## src/rtl/display_pkg.sv

```systemverilog
// Shared definitions for the button front end and the 7-segment decoder stage.
package display_pkg;

   localparam int DIGIT_W = 4;
   localparam logic [DIGIT_W-1:0] DIGIT_MAX = 4'd15;
   localparam int DB_CYCLES_DEFAULT = 16;

   // One displayed hex digit; also the decoder's binary_in type.
   typedef logic [DIGIT_W-1:0] digit_t;

   // Action applied to the count register in a given cycle.
   typedef enum logic [1:0] {
      STEP_HOLD,
      STEP_LOAD,
      STEP_INC,
      STEP_DEC
   } step_e;

endpackage

```

## src/rtl/button_debouncer.sv

```systemverilog
// One push-button: 2-flop synchronizer, debounce filter, press-edge detect
// and optional auto-repeat.
module button_debouncer
   import display_pkg::*;
#(
   parameter int DB_CYCLES  = DB_CYCLES_DEFAULT,
   parameter int RPT_DELAY  = 0,
   parameter int RPT_PERIOD = 8
) (
   input  logic clk,
   input  logic rst,
   input  logic btn_raw,
   output logic press_evt,
   output logic level
);

   localparam int DB_W = $clog2(DB_CYCLES);

   logic [1:0]      sync;
   logic [DB_W-1:0] db_cnt;
   logic            stable;
   logic            stable_d;
   logic            rpt_fire;

   // Bring the asynchronous button into the clock domain.
   always_ff @(posedge clk) begin
      if (rst) begin
         sync <= '0;
      end else begin
         sync <= {sync[0], btn_raw};
      end
   end

   // Accept a new level only after it has differed from stable for DB_CYCLES cycles.
   always_ff @(posedge clk) begin
      if (rst) begin
         db_cnt <= '0;
         stable <= 1'b0;
      end else if (sync[1] != stable) begin
         if (db_cnt == DB_W'(DB_CYCLES - 1)) begin
            stable <= sync[1];
            db_cnt <= '0;
         end else begin
            db_cnt <= db_cnt + DB_W'(1);
         end
      end else begin
         db_cnt <= '0;
      end
   end

   // Registered rising-edge detect merged with repeat ticks into one event pulse.
   always_ff @(posedge clk) begin
      if (rst) begin
         stable_d  <= 1'b0;
         press_evt <= 1'b0;
      end else begin
         stable_d  <= stable;
         press_evt <= (stable & ~stable_d) | rpt_fire;
      end
   end

   // level is taken after the edge register so it lines up with press_evt.
   assign level = stable_d;

   generate
      if (RPT_DELAY > 0) begin : g_repeat
         localparam int HOLD_MAX = (RPT_DELAY > RPT_PERIOD) ? RPT_DELAY : RPT_PERIOD;
         localparam int HOLD_W   = (HOLD_MAX > 1) ? $clog2(HOLD_MAX) : 1;

         logic [HOLD_W-1:0] hold_cnt;
         logic              rpt_active;

         // Fire after the initial delay while held, then once per period.
         always_comb begin
            rpt_fire = 1'b0;
            if (stable) begin
               if (rpt_active) begin
                  rpt_fire = (hold_cnt == HOLD_W'(RPT_PERIOD - 1));
               end else begin
                  rpt_fire = (hold_cnt == HOLD_W'(RPT_DELAY - 1));
               end
            end
         end

         // Hold timer runs while the button is stably pressed; release clears it.
         always_ff @(posedge clk) begin
            if (rst || !stable) begin
               hold_cnt   <= '0;
               rpt_active <= 1'b0;
            end else if (rpt_fire) begin
               hold_cnt   <= '0;
               rpt_active <= 1'b1;
            end else begin
               hold_cnt   <= hold_cnt + HOLD_W'(1);
            end
         end
      end else begin : g_no_repeat
         assign rpt_fire = 1'b0;
      end
   endgenerate

endmodule

```

## src/rtl/binary_input_counter.sv

```systemverilog
// Up/down 4-bit digit driven by two debounced buttons and a switch-bank load.
module binary_input_counter
   import display_pkg::*;
#(
   parameter int DB_CYCLES  = DB_CYCLES_DEFAULT,
   parameter int RPT_DELAY  = 0,
   parameter int RPT_PERIOD = 8
) (
   input  logic               clk,
   input  logic               rst,
   input  logic               btn_inc_raw,
   input  logic               btn_dec_raw,
   input  logic               load_en,
   input  logic [DIGIT_W-1:0] load_val,
   output logic [DIGIT_W-1:0] binary_out,
   output logic               wrap_pulse,
   output logic               busy
);

   logic   inc_evt;
   logic   dec_evt;
   logic   inc_level;
   logic   dec_level;
   step_e  step;
   digit_t count;

   button_debouncer #(
      .DB_CYCLES (DB_CYCLES),
      .RPT_DELAY (RPT_DELAY),
      .RPT_PERIOD(RPT_PERIOD)
   ) u_inc (
      .clk      (clk),
      .rst      (rst),
      .btn_raw  (btn_inc_raw),
      .press_evt(inc_evt),
      .level    (inc_level)
   );

   button_debouncer #(
      .DB_CYCLES (DB_CYCLES),
      .RPT_DELAY (RPT_DELAY),
      .RPT_PERIOD(RPT_PERIOD)
   ) u_dec (
      .clk      (clk),
      .rst      (rst),
      .btn_raw  (btn_dec_raw),
      .press_evt(dec_evt),
      .level    (dec_level)
   );

   // Pick this cycle's action: load beats events, opposing events cancel.
   always_comb begin
      step = STEP_HOLD;
      if (load_en) begin
         step = STEP_LOAD;
      end else if (inc_evt && !dec_evt) begin
         step = STEP_INC;
      end else if (dec_evt && !inc_evt) begin
         step = STEP_DEC;
      end
   end

   // Count register with roll-over flag; loads never flag a wrap.
   always_ff @(posedge clk) begin
      if (rst) begin
         count      <= '0;
         wrap_pulse <= 1'b0;
         busy       <= 1'b0;
      end else begin
         busy       <= inc_level | dec_level;
         wrap_pulse <= 1'b0;
         case (step)
            STEP_LOAD: count <= load_val;
            STEP_INC: begin
               count      <= count + digit_t'(1);
               wrap_pulse <= (count == DIGIT_MAX);
            end
            STEP_DEC: begin
               count      <= count - digit_t'(1);
               wrap_pulse <= (count == '0);
            end
            default: count <= count;
         endcase
      end
   end

   assign binary_out = count;

endmodule

```

## config.mk

```make
export PLATFORM = sky130hd
export DESIGN_NAME = binary_input_counter
export DESIGN_NICKNAME = d
export VERILOG_FILES = /design/src/rtl/display_pkg.sv /design/src/rtl/button_debouncer.sv /design/src/rtl/binary_input_counter.sv
export SDC_FILE = /design/constraint.sdc
export NUM_CORES = 1
export LEC_CHECK = 0
export CAP_MARGIN = 20
export CORE_MARGIN = 2
export CORE_UTILIZATION = 40
export DETAILED_ROUTE_END_ITERATION = 10
export GPL_TIMING_DRIVEN = 1
export PLACE_DENSITY_LB_ADDON = 0.25
export RECOVER_POWER = 100
export SETUP_SLACK_MARGIN = 0.5
export SLEW_MARGIN = 20
export SYNTH_ARGS = -nofsm -noshare
export SYNTH_HDL_FRONTEND = slang
export SYNTH_HIERARCHICAL = 1
export SYNTH_SLANG_ARGS = --single-unit
export TNS_END_PERCENT = 1
```

## constraint.sdc

```tcl
create_clock -name clk -period 2.2 [get_ports clk]
set_input_delay 0.33 -clock clk [delete_from_list [all_inputs] [get_ports clk]]
set_output_delay 0.33 -clock clk [all_outputs]
set_load 0.02 [all_outputs]
```

-- Yosys cells after proc, flatten, opt, wreduce, memory -nomap -nowiden
Cells that the tools add are included.
- register bits: 24
- latch bits: 0
- memory bits (writable): 0
- ROM bits: 0
- bits of input ports: 9
- word-level logic and storage cells: 47
- memories: 0
- $add $sub $neg: 4
- multiply operators: 0
- divide/modulo/power cells: 0
- magnitude comparators: 0
- equal/unequal tests: 8
- shifts and indexed selects: 0
- multiplexer cells: 5
- bitwise operators: 7
- reductions and logical operators: 10
- operator list (operator ; number):
    adder 4 x 1 -> 4 bit, second input constant ; 3
    equality test 4 bit, second input constant ; 3
    case mux 4 bit (3 select lines) ; 1
    two-way mux 2 bit ; 3
    OR reduction 3 bit ; 2
    equality test 2 bit, second input constant ; 2
    logical NOT 4 bit ; 1
    NOT 1 bit ; 4
    AND reduction 2 bit ; 2
    subtractor 4 x 1 -> 4 bit, second input constant ; 1
    nonzero test 3 bit ; 1
    bitwise AND 1 bit ; 2
    equality test 2 x 1 -> 1 bit, second input constant ; 1
    logical AND 1 bit ; 2
    logical NOT 1 bit ; 2
    != test 1 bit ; 2
    case mux 1 bit (2 select lines) ; 1
    OR 1 bit ; 1

-- Longest topological paths before layout
- depth in word-level cells: 7
- mapped depth: 9
- gate-level depth less buffers: 9

-- Modules after synthesis
Netlist, hierarchy kept.
- modules (own cells, without submodules) (module ; times used ; cells an instance ; area each (µm²)):
    button_debouncer ; 2 ; 27 ; 301.5
    binary_input_counter ; 1 ; 54 ; 437.9

-- Worst setup path before layout
OpenSTA, ideal clock, no wires.
- path kind: register to register
- start point: register u_inc.press_evt
- end point: register count[2] (netlist: binary_out[2])
- library setup time: 74 ps
- arrival: 2070 ps
- required time: 2126 ps
- setup slack: 56 ps
- stages on the path, launching flop included: 9
- cells stage by stage: dfxtp_1 > inv_1 > ha_1 > or3b_1 > xnor2_1 > ha_1 > or4b_1 > a21o_1 > a31oi_1
- cells in the longest elaborated chain, start to end: 7
- elaborated cells between the ends (all ways): 11
- ends and longest elaborated chain (item ; line ; RTL):
    start: declaration ; button_debouncer.sv:13 ; output logic press_evt,
    start signal: assignment ; button_debouncer.sv:58 ; press_evt <= (stable & ~stable_d) | rpt_fire;
    logical NOT 1 bit ; binary_input_counter.sv:58 ; end else if (dec_evt && !inc_evt) begin
    logical AND 1 bit ; binary_input_counter.sv:58 ;
    two-way mux 2 bit ; binary_input_counter.sv:58 ;
    two-way mux 2 bit * ; binary_input_counter.sv:56 ; end else if (inc_evt && !dec_evt) begin
    two-way mux 2 bit * ; binary_input_counter.sv:54 ; if (load_en) begin
    equality test 2 bit / equality test 2 x 1 -> 1 bit (equally long branches) ; binary_input_counter.sv:72 ; case (step)
    case mux 4 bit (3 select lines) / nonzero test 3 bit (equally long branches) ; - ;
    end signal: assignment ; binary_input_counter.sv:73 ; STEP_LOAD: count <= load_val;
    end signal: assignment ; binary_input_counter.sv:75 ; count <= count + digit_t'(1);
    end signal: assignment ; binary_input_counter.sv:79 ; count <= count - digit_t'(1);
    end: declaration ; binary_input_counter.sv:25 ; digit_t count;
Mark *: on every way between the ends. The rest lies on a longest branch, timed or not.
A chain may end at the register's enable or synchronous reset.

-- Worst setup path in the final report
Ends and elaborated chain as after synthesis.

==> metrics <==
Post-Synth Simple-Gate Area 26.20%; post-synthesis net count 121; YS warnings 6; max-slew violations 0; Synth Register Bits 24; root buf cell clkbuf_4; Worst setup EP type flip-flop; DP Worst Slack -0.08758 ns; EDFF count, synth 0; setup TNS 0 ns; final hold viol count 0; startpoint types flip-flop; Total Wirelength 1728 um; initial antenna violation count 0; achievable frequency ~480 MHz; IO Pins 15; crit path kind reg2reg; outcome finished clean; Starting DRT DRC Count 1; largest family of logic cells by synthesized area simple AND/OR/NAND/NOR gates; layout cells sized above 1 11.63%; Yosys top cell area share a little under half; Die H between 50 and 60 um; chip width ~55 um; Area Growth Syn to Fin 26.20%; Seq/Total Area, Yosys a little under half; Final ANT Viol Nets 0; hold-fix buffers at CTS 0; pin count of the biggest net entering global routing 15; met2 Use GR between 20% and 30%; GRT Total Usage about an eighth; mux cell area share after synthesis ~1.9%; num rows 18; sequential cell area 481.7 sq um; VDD IR max between 400 and 500 uV; Synth Area in XOR/XNOR around 8.4%; final worst slack approximately 0.13 ns; synthesized area per cell ~9.6 sq um; Final Instance Area between 1000 and 1500 sq um; met1 Use GR around 16%; pwr dens around 640 nW/um^2; Residual DRC 0; total power 837.2 uW; H-tree depth 1; fin nets 143; max-cap violations 0; Flop pwr share roughly 54%; vias in the first global route ~700; met3 Track Usage GR under 10%; Final Cycle Share between 90% and 100%; Critical Path RT 2.44 ns; Slew HR between 60% and 70%; Synth Cell Area approximately 1000 sq um; CTS tree yes; Num CTS Buffers 3; WL/cell about 11 um; commonest cells in the netlist dfxtp_1 (24), nor2_1 (17), nor2b_1 (7), xor2_1 (7), a21oi_1 (6); clock sinks 24; Sw Share 20.52%; Vias ~800; final setup fails 0; Bufs on Longest Clock Path 2; post-synthesis compound-gate area fraction under 10%; GRT Residual Overflow 0; internal power 665.4 uW; Async SR Flop Fraction 0%; ranking of synthesized cells by area dfxtp_1 (46%), nor2_1 (6.1%), xor2_1 (5.9%); most common cell in the netlist dfxtp_1; Post-Place Cell Area 1264 sq um; vias per cell roughly 5; clock skew about 0.0043 ns; fill count 251; hold crit path type reg2reg; first-pass GRT wire length roughly 2800 um; RSZ-0062 raised after global routing true; distinct cell type count after synthesis 30; Die Area between 3000 and 4000 sq um; Clk pwr share 37.7%; minimum clock period after layout 2.071 ns; ant diodes 0; critical path fanouts, max 2; DRT Pass-1 Iters 4; area occupied by multi-input gates 549.3 sq um; area leader, netlist dfxtp_1; Critical Path AT approximately 2.3 ns; busiest grt layer met2; core region area ~2500 sq um; Synth Instances roughly 110; combinational share of power under 10%; Top FF cell, synth dfxtp_1; detailed-placement wirelength estimate 1279 um; Worst-Margin Slew between 0.5 and 0.6 ns; Final GP Congestion 0.7313; Clk pin slew, worst setup/hold paths 0.13 ns; Leakage Power 0.5794 nW; worst skew pair latency approximately 0.31 ns; IO Port Bufs 14; starting density of the core a little over two fifths; Psw 171.8 uW; Adder-Cell Fraction of Synth Area under 10%
==> metrics by stage <==
step / hold WS, ns / util (%) / instances
floorplan: 0.3850 / - / 108
global placement: 0.3931 / 51.01 / 154
detailed placement: 0.3926 / 51.01 / 154
CTS: 0.4133 / 53.13 / 158
global route: 0.4372 / 53.03 / 159
finish: 0.4125 / 53.03 / 159
==> per-layer routing <==
metal	part of all wire, %	up-vias
li1	-	410
met1	49	373
met2	45	13
met3	4.7	2
met4	0.87	0
met5	0	-
==> registers in the layout (all words and copies together) (netlist names) <==
register and count:
u_inc/level 1, u_dec/level 1, u_inc/db_cnt 4, u_inc/press_evt 1
binary_out 4, wrap_pulse 1, busy 1, u_inc/sync 2
u_dec/db_cnt 4, u_dec/sync 2, u_inc/stable 1, u_dec/stable 1
u_dec/press_evt 1
==> power groups by stage <==
stage | Combinational [mW] | Sequential, mW | Clock, mW
floorplan | 0.0286 | 0.468 | 0
global placement | 0.0682 | 0.464 | 0
detailed placement | 0.0694 | 0.465 | 0
CTS | 0.0699 | 0.456 | 0.323
global route | 0.0737 | 0.457 | 0.338
finish | 0.0667 | 0.455 | 0.315
==> cells in the final DEF (no fill, tap or decap) <==
cell	instances
or4b_4	1
and3b_1	3
dlygate4sd3_1	7
o211ai_2	1
clkdlybuf4s50_1	7
and4_1	1
inv_1	4
nand3_1	5
nand4bb_1	1
nor2b_1	8
dfxtp_2	1
ha_1	3
nor3_1	2
o21ai_0	1
ha_4	1
a2bb2oi_1	1
nand3b_1	3
dfxtp_1	23
a21o_1	2
a221o_1	1
buf_4	4
nor4_1	2
clkbuf_1	2
nor2b_2	1
bufinv_16	1
mux2i_1	2
xnor2_1	2
xor2_1	7
a31oi_1	1
a21oi_1	6
clkbuf_4	3
nor2_1	17
o211ai_1	1
or3b_4	1
xnor2_2	1
nand2b_1	2
==> worst max-delay path, cell delays in order (launching register included) <==
cell,delay [ns]
dfxtp_1,0.33
inv_1,0.05
ha_4,0.21
or3b_4,0.39
xnor2_2,0.13
ha_1,0.17
or4b_4,0.45
a21o_1,0.17
a31oi_1,0.11
==> cells by family after synthesis <==
group | count (synthesis)
AND/OR/NAND/NOR | 47
flip-flops | 24
XOR/XNOR | 10
buffers and inverters | 7
AO/OA/AOI/OAI | 14
adder cells (fa/ha/maj) | 4
multiplexers | 2
==> layout make-up <==
type,instances,share of cell area [%]
Clock buffer,3,1.714
Sequential cell,24,36.67
Tap cell,30,2.857
Inverter,4,1.143
Multi-Input combinational cell,77,41.81
Timing Repair Buffer,20,13.52
Clock inverter,1,2.286
==> worst paths after layout <==
kind	start	to	slack (ns)	depth (start not counted)
max	u_inc/press_evt	binary_out[2]	0.13	8
min reg2reg	u_dec/level	u_dec/press_evt	0.41	1
max reg2reg	u_inc/press_evt	binary_out[2]	0.13	8
min	u_dec/level	u_dec/press_evt	0.41	1
==> what timing repair did <==
action / CTS / global route
pin swaps: 2 / 0
endpoints found under the setup margin: 6 / 6
gates resized for setup: 0 / 1
buffers inserted: 0 / 1
No activity file was read; power rests on OpenSTA's default activity.
